===== config.mk =====
export PLATFORM = sky130hd
export DESIGN_NAME = shared_vc_credit_ctrl
export DESIGN_NICKNAME = d
export VERILOG_FILES = /design/src/rtl/shared_vc_credit_ctrl_pkg.sv /design/src/rtl/shared_vc_credit_ctrl_rr_arbiter.sv /design/src/rtl/shared_vc_credit_ctrl.sv
export SDC_FILE = /design/constraint.sdc
export NUM_CORES = 1
export LEC_CHECK = 0
export BUFFER_PORTS_ARGS = -buffer_cell sky130_fd_sc_hd__buf_2
export CORE_MARGIN = 2
export CORE_UTILIZATION = 56
export CTS_CLUSTER_SIZE = 40
export DETAILED_ROUTE_END_ITERATION = 7
export PLACE_DENSITY = 0.79
export SYNTH_ARGS = -nofsm -noshare
export SYNTH_HDL_FRONTEND = slang
export SYNTH_HIERARCHICAL = 1
export SYNTH_SLANG_ARGS = --single-unit

===== constraint.sdc =====
create_clock -name clk -period 3.7 [get_ports clk]
set_input_delay 0.37 -clock clk [delete_from_list [all_inputs] [get_ports clk]]
set_output_delay 0.37 -clock clk [all_outputs]
set_load 0.005 [all_outputs]

===== src/rtl/shared_vc_credit_ctrl_pkg.sv =====
// Shared definitions for the dynamically shared VC controller: state encoding
// and index helpers used by the controller and its round-robin arbiter.
package shared_vc_credit_ctrl_pkg;

    localparam logic st_idle  = 1'b0;
    localparam logic st_owned = 1'b1;

    function automatic int clog2(input int value);
        int r;
        r = 0;
        for (int v = value - 1; v > 0; v = v >> 1) begin
            r = r + 1;
        end
        return r;
    endfunction

    function automatic int flat_idx(input int p, input int v, input int nv);
        return p * nv + v;
    endfunction

endpackage


===== src/rtl/shared_vc_credit_ctrl_rr_arbiter.sv =====
// Round-robin arbiter for one output port; the pointer advances past the
// releasing owner only when upd_en_i is pulsed.
module shared_vc_rr_arbiter
    import shared_vc_credit_ctrl_pkg::*;
#(
    parameter  int num_vcs = 5,
    localparam int ptr_w   = (num_vcs > 1) ? clog2(num_vcs) : 1
) (
    input  logic               clk,
    input  logic               reset,
    input  logic [num_vcs-1:0] req_i,
    input  logic               upd_en_i,
    input  logic [num_vcs-1:0] owner_i,
    output logic [num_vcs-1:0] gnt_o
);

    logic [ptr_w-1:0] ptr_q, ptr_d;
    logic [ptr_w-1:0] owner_idx;
    logic [ptr_w-1:0] idx;
    logic [ptr_w:0]   sum;
    logic             found;

    // Search starts at the pointer and wraps modulo num_vcs.
    always_comb begin
        gnt_o = '0;
        found = 1'b0;
        sum   = '0;
        idx   = '0;
        for (int i = 0; i < num_vcs; i++) begin
            sum = {1'b0, ptr_q} + (ptr_w+1)'(i);
            if (sum >= (ptr_w+1)'(num_vcs)) begin
                sum = sum - (ptr_w+1)'(num_vcs);
            end
            idx = sum[ptr_w-1:0];
            if (!found && req_i[idx]) begin
                gnt_o[idx] = 1'b1;
                found      = 1'b1;
            end
        end
    end

    always_comb begin
        owner_idx = '0;
        for (int i = 0; i < num_vcs; i++) begin
            if (owner_i[i]) begin
                owner_idx = ptr_w'(i);
            end
        end
    end

    always_comb begin
        ptr_d = ptr_q;
        if (upd_en_i) begin
            ptr_d = (owner_idx == ptr_w'(num_vcs - 1)) ? '0 : owner_idx + ptr_w'(1);
        end
    end

    always_ff @(posedge clk or posedge reset) begin
        if (reset) begin
            ptr_q <= '0;
        end else begin
            ptr_q <= ptr_d;
        end
    end

endmodule


===== src/rtl/shared_vc_credit_ctrl.sv =====
// Per-output-port ownership and credit tracking for the downstream shared VC.
// state | meaning:  IDLE | no owner, may grant   OWNED | one VC holds the shared VC until tail
module shared_vc_credit_ctrl
    import shared_vc_credit_ctrl_pkg::*;
#(
    parameter  int num_ports    = 5,
    parameter  int num_vcs      = 5,
    parameter  int shared_depth = 8,
    localparam int cnt_width    = clog2(shared_depth + 1)
) (
    input  logic                           clk,
    input  logic                           reset,
    input  logic [num_ports*num_vcs-1:0]   shared_req_op,
    output logic [num_ports*num_vcs-1:0]   shared_gnt_op,
    input  logic [num_ports-1:0]           flit_valid_op,
    input  logic [num_ports-1:0]           flit_tail_op,
    input  logic [num_ports-1:0]           credit_for_shared_in,
    output logic [num_ports-1:0]           shared_vc_out,
    output logic [num_ports-1:0]           shared_credit_avail_op,
    output logic [num_ports*cnt_width-1:0] credit_count_op,
    output logic                           error
);

    localparam logic [cnt_width-1:0] depth_c = cnt_width'(shared_depth);

    logic [num_ports-1:0] port_err;
    logic                 error_q;

    for (genvar p = 0; p < num_ports; p++) begin : g_port
        logic                 state_q, state_d;
        logic [num_vcs-1:0]   gnt_q, gnt_d, arb_gnt, req;
        logic [cnt_width-1:0] cnt_q, cnt_d;
        logic                 svo_q;
        logic                 upd_en;
        logic                 fv, ft, cr;
        logic                 can_grant;

        assign req       = shared_req_op[flat_idx(p, 0, num_vcs) +: num_vcs];
        assign fv        = flit_valid_op[p];
        assign ft        = flit_tail_op[p];
        assign cr        = credit_for_shared_in[p];
        assign can_grant = (|req) && (cnt_q != '0);

        shared_vc_rr_arbiter #(.num_vcs(num_vcs)) u_arb (
            .clk      (clk),
            .reset    (reset),
            .req_i    (req),
            .upd_en_i (upd_en),
            .owner_i  (gnt_q),
            .gnt_o    (arb_gnt)
        );

        always_ff @(posedge clk or posedge reset) begin
            if (reset) begin
                state_q <= st_idle;
                gnt_q   <= '0;
                cnt_q   <= depth_c;
                svo_q   <= 1'b0;
            end else begin
                state_q <= state_d;
                gnt_q   <= gnt_d;
                cnt_q   <= cnt_d;
                svo_q   <= fv;
            end
        end

        always_comb begin
            state_d = state_q;
            case (state_q)
                st_idle:  if (can_grant) state_d = st_owned;
                default:  if (fv && ft)  state_d = st_idle;
            endcase
        end

        // Release clears the grant without regranting, leaving one IDLE cycle between owners.
        always_comb begin
            gnt_d  = gnt_q;
            upd_en = 1'b0;
            case (state_q)
                st_idle: gnt_d = can_grant ? arb_gnt : '0;
                default: begin
                    if (fv && ft) begin
                        gnt_d  = '0;
                        upd_en = 1'b1;
                    end
                end
            endcase
        end

        always_comb begin
            cnt_d       = cnt_q;
            port_err[p] = fv && (state_q == st_idle);
            if (fv && !cr) begin
                if (cnt_q == '0) port_err[p] = 1'b1;
                else             cnt_d = cnt_q - cnt_width'(1);
            end else if (cr && !fv) begin
                if (cnt_q == depth_c) port_err[p] = 1'b1;
                else                  cnt_d = cnt_q + cnt_width'(1);
            end
        end

        assign shared_gnt_op[flat_idx(p, 0, num_vcs) +: num_vcs] = gnt_q;
        assign shared_vc_out[p]                                  = svo_q;
        assign shared_credit_avail_op[p]                         = (cnt_q != '0);
        assign credit_count_op[p*cnt_width +: cnt_width]         = cnt_q;
    end

    always_ff @(posedge clk or posedge reset) begin
        if (reset) begin
            error_q <= 1'b0;
        end else begin
            error_q <= error_q | (|port_err);
        end
    end

    assign error = error_q;

endmodule


==> metrics.txt <==
# TYPE chip_impl_metric gauge
chip_impl_info{name="result_of_the_run",value="complete, no violations"} 1
chip_impl_metric{name="critical_path_arrival",unit="ns"} 3.50
chip_impl_metric{name="dpl.hpwl",unit="um"} 22700
chip_impl_metric{name="antenna_found_initial",unit=""} 0
chip_impl_info{name="cts_tree",value="yes"} 1
chip_impl_metric{name="cts.path.max_buffers",unit=""} 2
chip_impl_metric{name="grt_overflow_total",unit=""} 0
chip_impl_metric{name="cts_max_level",unit=""} 3
chip_impl_metric{name="r2r_cells",unit=""} 10
chip_impl_metric{name="yosysWarningCount",unit=""} 6
chip_impl_info{name="cts-root-buf",value="clkbuf_16"} 1
chip_impl_info{name="synth.top_cells.by_area",value="dfrtp_1 15%, ha_1 7.6%, a21oi_1 4.4%"} 1
chip_impl_metric{name="yosysTopAreaCellShare",unit=""} 0.154
chip_impl_metric{name="routed-via-count",unit=""} 10700
chip_impl_metric{name="finish.instance_area",unit="sq mm"} 0.0116
chip_impl_metric{name="relative_contribution_of_sequential_cells_to_total_power",unit=""} 0.115
chip_impl_metric{name="drt-initial-drc-count",unit=""} 969
chip_impl_metric{name="place_congestion",unit=""} 0.951
chip_impl_metric{name="worst-slew-pin-transition",unit="ns"} 0.933
chip_impl_metric{name="fmax",unit="MHz"} 305
chip_impl_metric{name="worstPathMaxFanout",unit=""} 22
chip_impl_metric{name="die_ar",unit="sq mm"} 0.0203
chip_impl_metric{name="grt_first_pass_wirelength",unit="um"} 48900
chip_impl_info{name="crit_path_end_kind",value="flop"} 1
chip_impl_metric{name="synth-async-reset-ratio",unit=""} 1.00
chip_impl_metric{name="remaining_drc_errors",unit=""} 0
chip_impl_metric{name="synth-seq-cells",unit=""} 71
chip_impl_metric{name="post-route-period-util",unit=""} 0.886
chip_impl_metric{name="syn_inst",unit=""} 1325
chip_impl_metric{name="internal_power",unit="mW"} 5.83
chip_impl_metric{name="grt_start_max_net_pins",unit=""} 42
chip_impl_metric{name="total_cts_buffers",unit=""} 9
chip_impl_metric{name="num_io_pins",unit=""} 98
chip_impl_metric{name="setup_viol_count_final",unit=""} 0
chip_impl_metric{name="combinationalPowerShare",unit=""} 0.813
chip_impl_metric{name="start_util",unit=""} 0.573
chip_impl_metric{name="post_detailed_route_count_of_antenna_violating_nets",unit=""} 0
chip_impl_metric{name="core_area",unit="sq mm"} 0.0188
chip_impl_metric{name="cp.required",unit="ns"} 3.93
chip_impl_metric{name="die_h",unit="um"} 143
chip_impl_metric{name="global_route.usage.total",unit=""} 0.293
chip_impl_metric{name="reg2reg_setup_slack",unit="ns"} 0.42
chip_impl_info{name="yosys.area.top_type",value="dfrtp_1"} 1
chip_impl_metric{name="finalHoldViolCount",unit=""} 0
chip_impl_metric{name="p_leak",unit="nW"} 5.06
chip_impl_metric{name="finalNetCount",unit=""} 1511
chip_impl_metric{name="net-switching-power",unit="mW"} 6.89
chip_impl_info{name="hold_path_startpoint",value="flit_valid_op[2]"} 1
chip_impl_metric{name="drt_first_pass_iters",unit=""} 6
chip_impl_metric{name="number_of_global_route_vias_before_repair",unit=""} 9795
chip_impl_metric{name="timing.slew.headroom",unit=""} 0.377
chip_impl_metric{name="finalSetupTns",unit="ns"} 0
chip_impl_metric{name="hold_path_depth",unit=""} 1
chip_impl_metric{name="areaGrowthSynthToFinish",unit="%"} 7.91
chip_impl_metric{name="share_of_synthesized_area_occupied_by_flip_flops_and_latches",unit=""} 0.166
chip_impl_info{name="crit-reg2reg-launch",value="g_port[3].u_arb/ptr_q[0]"} 1
chip_impl_metric{name="total_power",unit="mW"} 12.7
chip_impl_metric{name="placed_area",unit="sq mm"} 0.0113
chip_impl_metric{name="dieWidth",unit="um"} 143
chip_impl_metric{name="n_fill_cell",unit=""} 1688
chip_impl_metric{name="clock_sinks",unit=""} 71
chip_impl_metric{name="insertedDiodeCount",unit=""} 0
chip_impl_info{name="min_path_type",value="in2reg"} 1
chip_impl_metric{name="layout-drive-gt1-share",unit=""} 0.199
chip_impl_metric{name="clock_latency_reported_for_the_late_side_of_the_worst_skew_pair",unit="ns"} 0.35
chip_impl_info{name="unrepaired_setup_endpoints_after_global_routing",value="false"} 1
chip_impl_metric{name="dpl_worst_slack",unit="ns"} 0.463
chip_impl_metric{name="final_core_utilization",unit=""} 0.618
chip_impl_metric{name="report.final.slew_viol_count",unit=""} 0
chip_impl_metric{name="count_of_port_buffers_added_during_placement",unit=""} 97
chip_impl_metric{name="post_cts_resized",unit=""} 0
chip_impl_info{name="timing.setup.critical_path_class",value="reg2reg"} 1
chip_impl_metric{name="drt-total-wl",unit="um"} 29900
chip_impl_metric{name="synth-edff-count",unit=""} 0
chip_impl_info{name="postSynth.topFlopCell",value="dfrtp_1"} 1
chip_impl_metric{name="via_per_inst",unit=""} 6.55
chip_impl_metric{name="yosysUniqueCellTypes",unit=""} 112
chip_impl_metric{name="irDropWorstVdd",unit="uV"} 627
chip_impl_metric{name="p_clk_frac",unit=""} 0.071
chip_impl_metric{name="syn_area_per_cell",unit="sq um"} 8.11
chip_impl_metric{name="power.density",unit="mW/mm^2"} 1100
chip_impl_info{name="worst_r2r_endpoint",value="g_port[3].gnt_q[2]"} 1
chip_impl_metric{name="worst_setup_hold_path_clk_slew",unit="ns"} 0.06
chip_impl_metric{name="timing.max_cap.violations",unit=""} 0
chip_impl_metric{name="post_route_clock_skew",unit="ns"} 0.00994
chip_impl_metric{name="fp-row-count",unit=""} 50
chip_impl_metric{name="power.switching_fraction",unit=""} 0.542
chip_impl_info{name="hold_endpoint",value="g_port[2].svo_q"} 1
chip_impl_metric{name="fin_ws",unit="ns"} 0.423
chip_impl_metric{name="routedWlPerCell",unit="um"} 18.3
chip_impl_metric{name="synth_net_count",unit=""} 1442
chip_impl_metric{name="fin_crit",unit="ns"} 3.28
chip_impl_info{name="cp-start-kind",value="flop"} 1
chip_impl_metric{name="synth_area",unit="sq mm"} 0.0107
what timing repair did:
action / 4_1_cts / 5_1_grt
buffers inserted: 0 / 0
endpoints found under the hold margin: 15 / 0
hold buffers: 1 / 0
state kept, by name, summed over array words and instances, names as in the netlist:
register	flops
g_port.cnt_q	20
error	1
g_port.u_arb/ptr_q	15
g_port.svo_q	5
g_port.state_q	5
g_port.gnt_q	25
cell usage after synthesis (all sizes together) (9+ instances only):
master   instances
ha              65
xor2            17
o211ai          33
mux2            18
nor3            54
nand3           31
o31ai           15
a31oi           20
nand3b           9
a211oi          22
or3             14
dfrtp           66
nand4           12
nand2           85
nor2b           20
o21ai           84
o22ai           14
a21o            16
and2b           12
buf             59
nand2b          43
a22o            28
and3            16
o2bb2ai         13
inv             92
clkbuf          17
mux2i           50
nor4            10
a211o           10
fa              10
a221oi          14
nor2            89
a21oi           98
and2            11
or2             11
a2111oi          9
o221ai           9
cell families after synthesis:
group,count (synthesis),synth area share
AO/OA/AOI/OAI,459,0.323
XOR/XNOR,25,0.0204
adder cells (fa/ha/maj),75,0.0943
buffers and inverters,172,0.0830
flip-flops,71,0.166
multiplexers,70,0.0728
AND/OR/NAND/NOR,453,0.241
metal layers:
metal  vias to the layer above  wire length, um  track usage
met4                         0              503       0.0834
met2                       442            13800        0.471
met1                      5084            13500        0.411
li1                       5125                -            -
met3                        43             2100       0.0434
met5                         -                0            0
power groups by stage:
stage | Sequential [mW] | Clock (mW) | Combinational, mW
after global placement | 1.46 | 0 | 9.90
after CTS | 1.47 | 0.922 | 10.2
after floorplan | 1.41 | 0 | 8.18
after detailed placement | 1.47 | 0 | 10.1
after global routing | 1.52 | 0.960 | 11.4
final | 1.47 | 0.909 | 10.3
layout make-up:
cell class                 instances  area, sq um  share of cell area
clock buffer                      10          239              0.0206
clock inverter                     6         68.8             0.00593
inverter                          96          363              0.0313
multi-input combinational       1082         8070               0.696
sequential                        71         1780               0.154
tap                              234          293              0.0252
timing repair buffer             134          778              0.0671
how the worst max path moves through the flow:
stage                                   startpoint                 end  slack (ns)  cells past startpoint
after floorplan           g_port[1].u_arb/ptr_q[0]  g_port[1].gnt_q[1]        0.28                     15
after global placement    g_port[1].u_arb/ptr_q[1]  g_port[1].gnt_q[2]        0.53                     10
after detailed placement  g_port[3].u_arb/ptr_q[0]  g_port[3].gnt_q[2]        0.46                     10
after CTS                 g_port[3].u_arb/ptr_q[0]  g_port[3].gnt_q[2]        0.45                     10
after global routing      g_port[1].u_arb/ptr_q[1]  g_port[1].gnt_q[2]        0.18                     10
final                     g_port[3].u_arb/ptr_q[0]  g_port[3].gnt_q[2]        0.42                     10
placed cells by master (no fill, tap or decap), types with 35 or more instances in the layout:
cell type	count
dfrtp_1	66
nor3_1	52
ha_1	65
o21ai_0	70
a21oi_1	94
inv_1	83
nor2_1	87
nand2_1	81
mux2i_1	44
buf_2	97
buf_4	35
nand2b_1	42
per-stage QoR:
stage               std cells  hold slack, ns
floorplan                1325           0.124
global placement         1616           0.355
detailed placement       1616           0.355
CTS                      1633           0.174
global route             1633           0.181
finish                   1633           0.188
critical path, stage by stage, from the launching register on:
cell	delay (ns)
dfrtp_1	0.38
buf_4	0.27
ha_1	0.39
and2b_1	0.23
o31ai_1	0.21
mux2_2	0.42
a221oi_2	0.45
nor4_4	0.11
a221oi_2	0.35
o211ai_1	0.13
a22o_2	0.24
(Power assumes the default switching activity.)
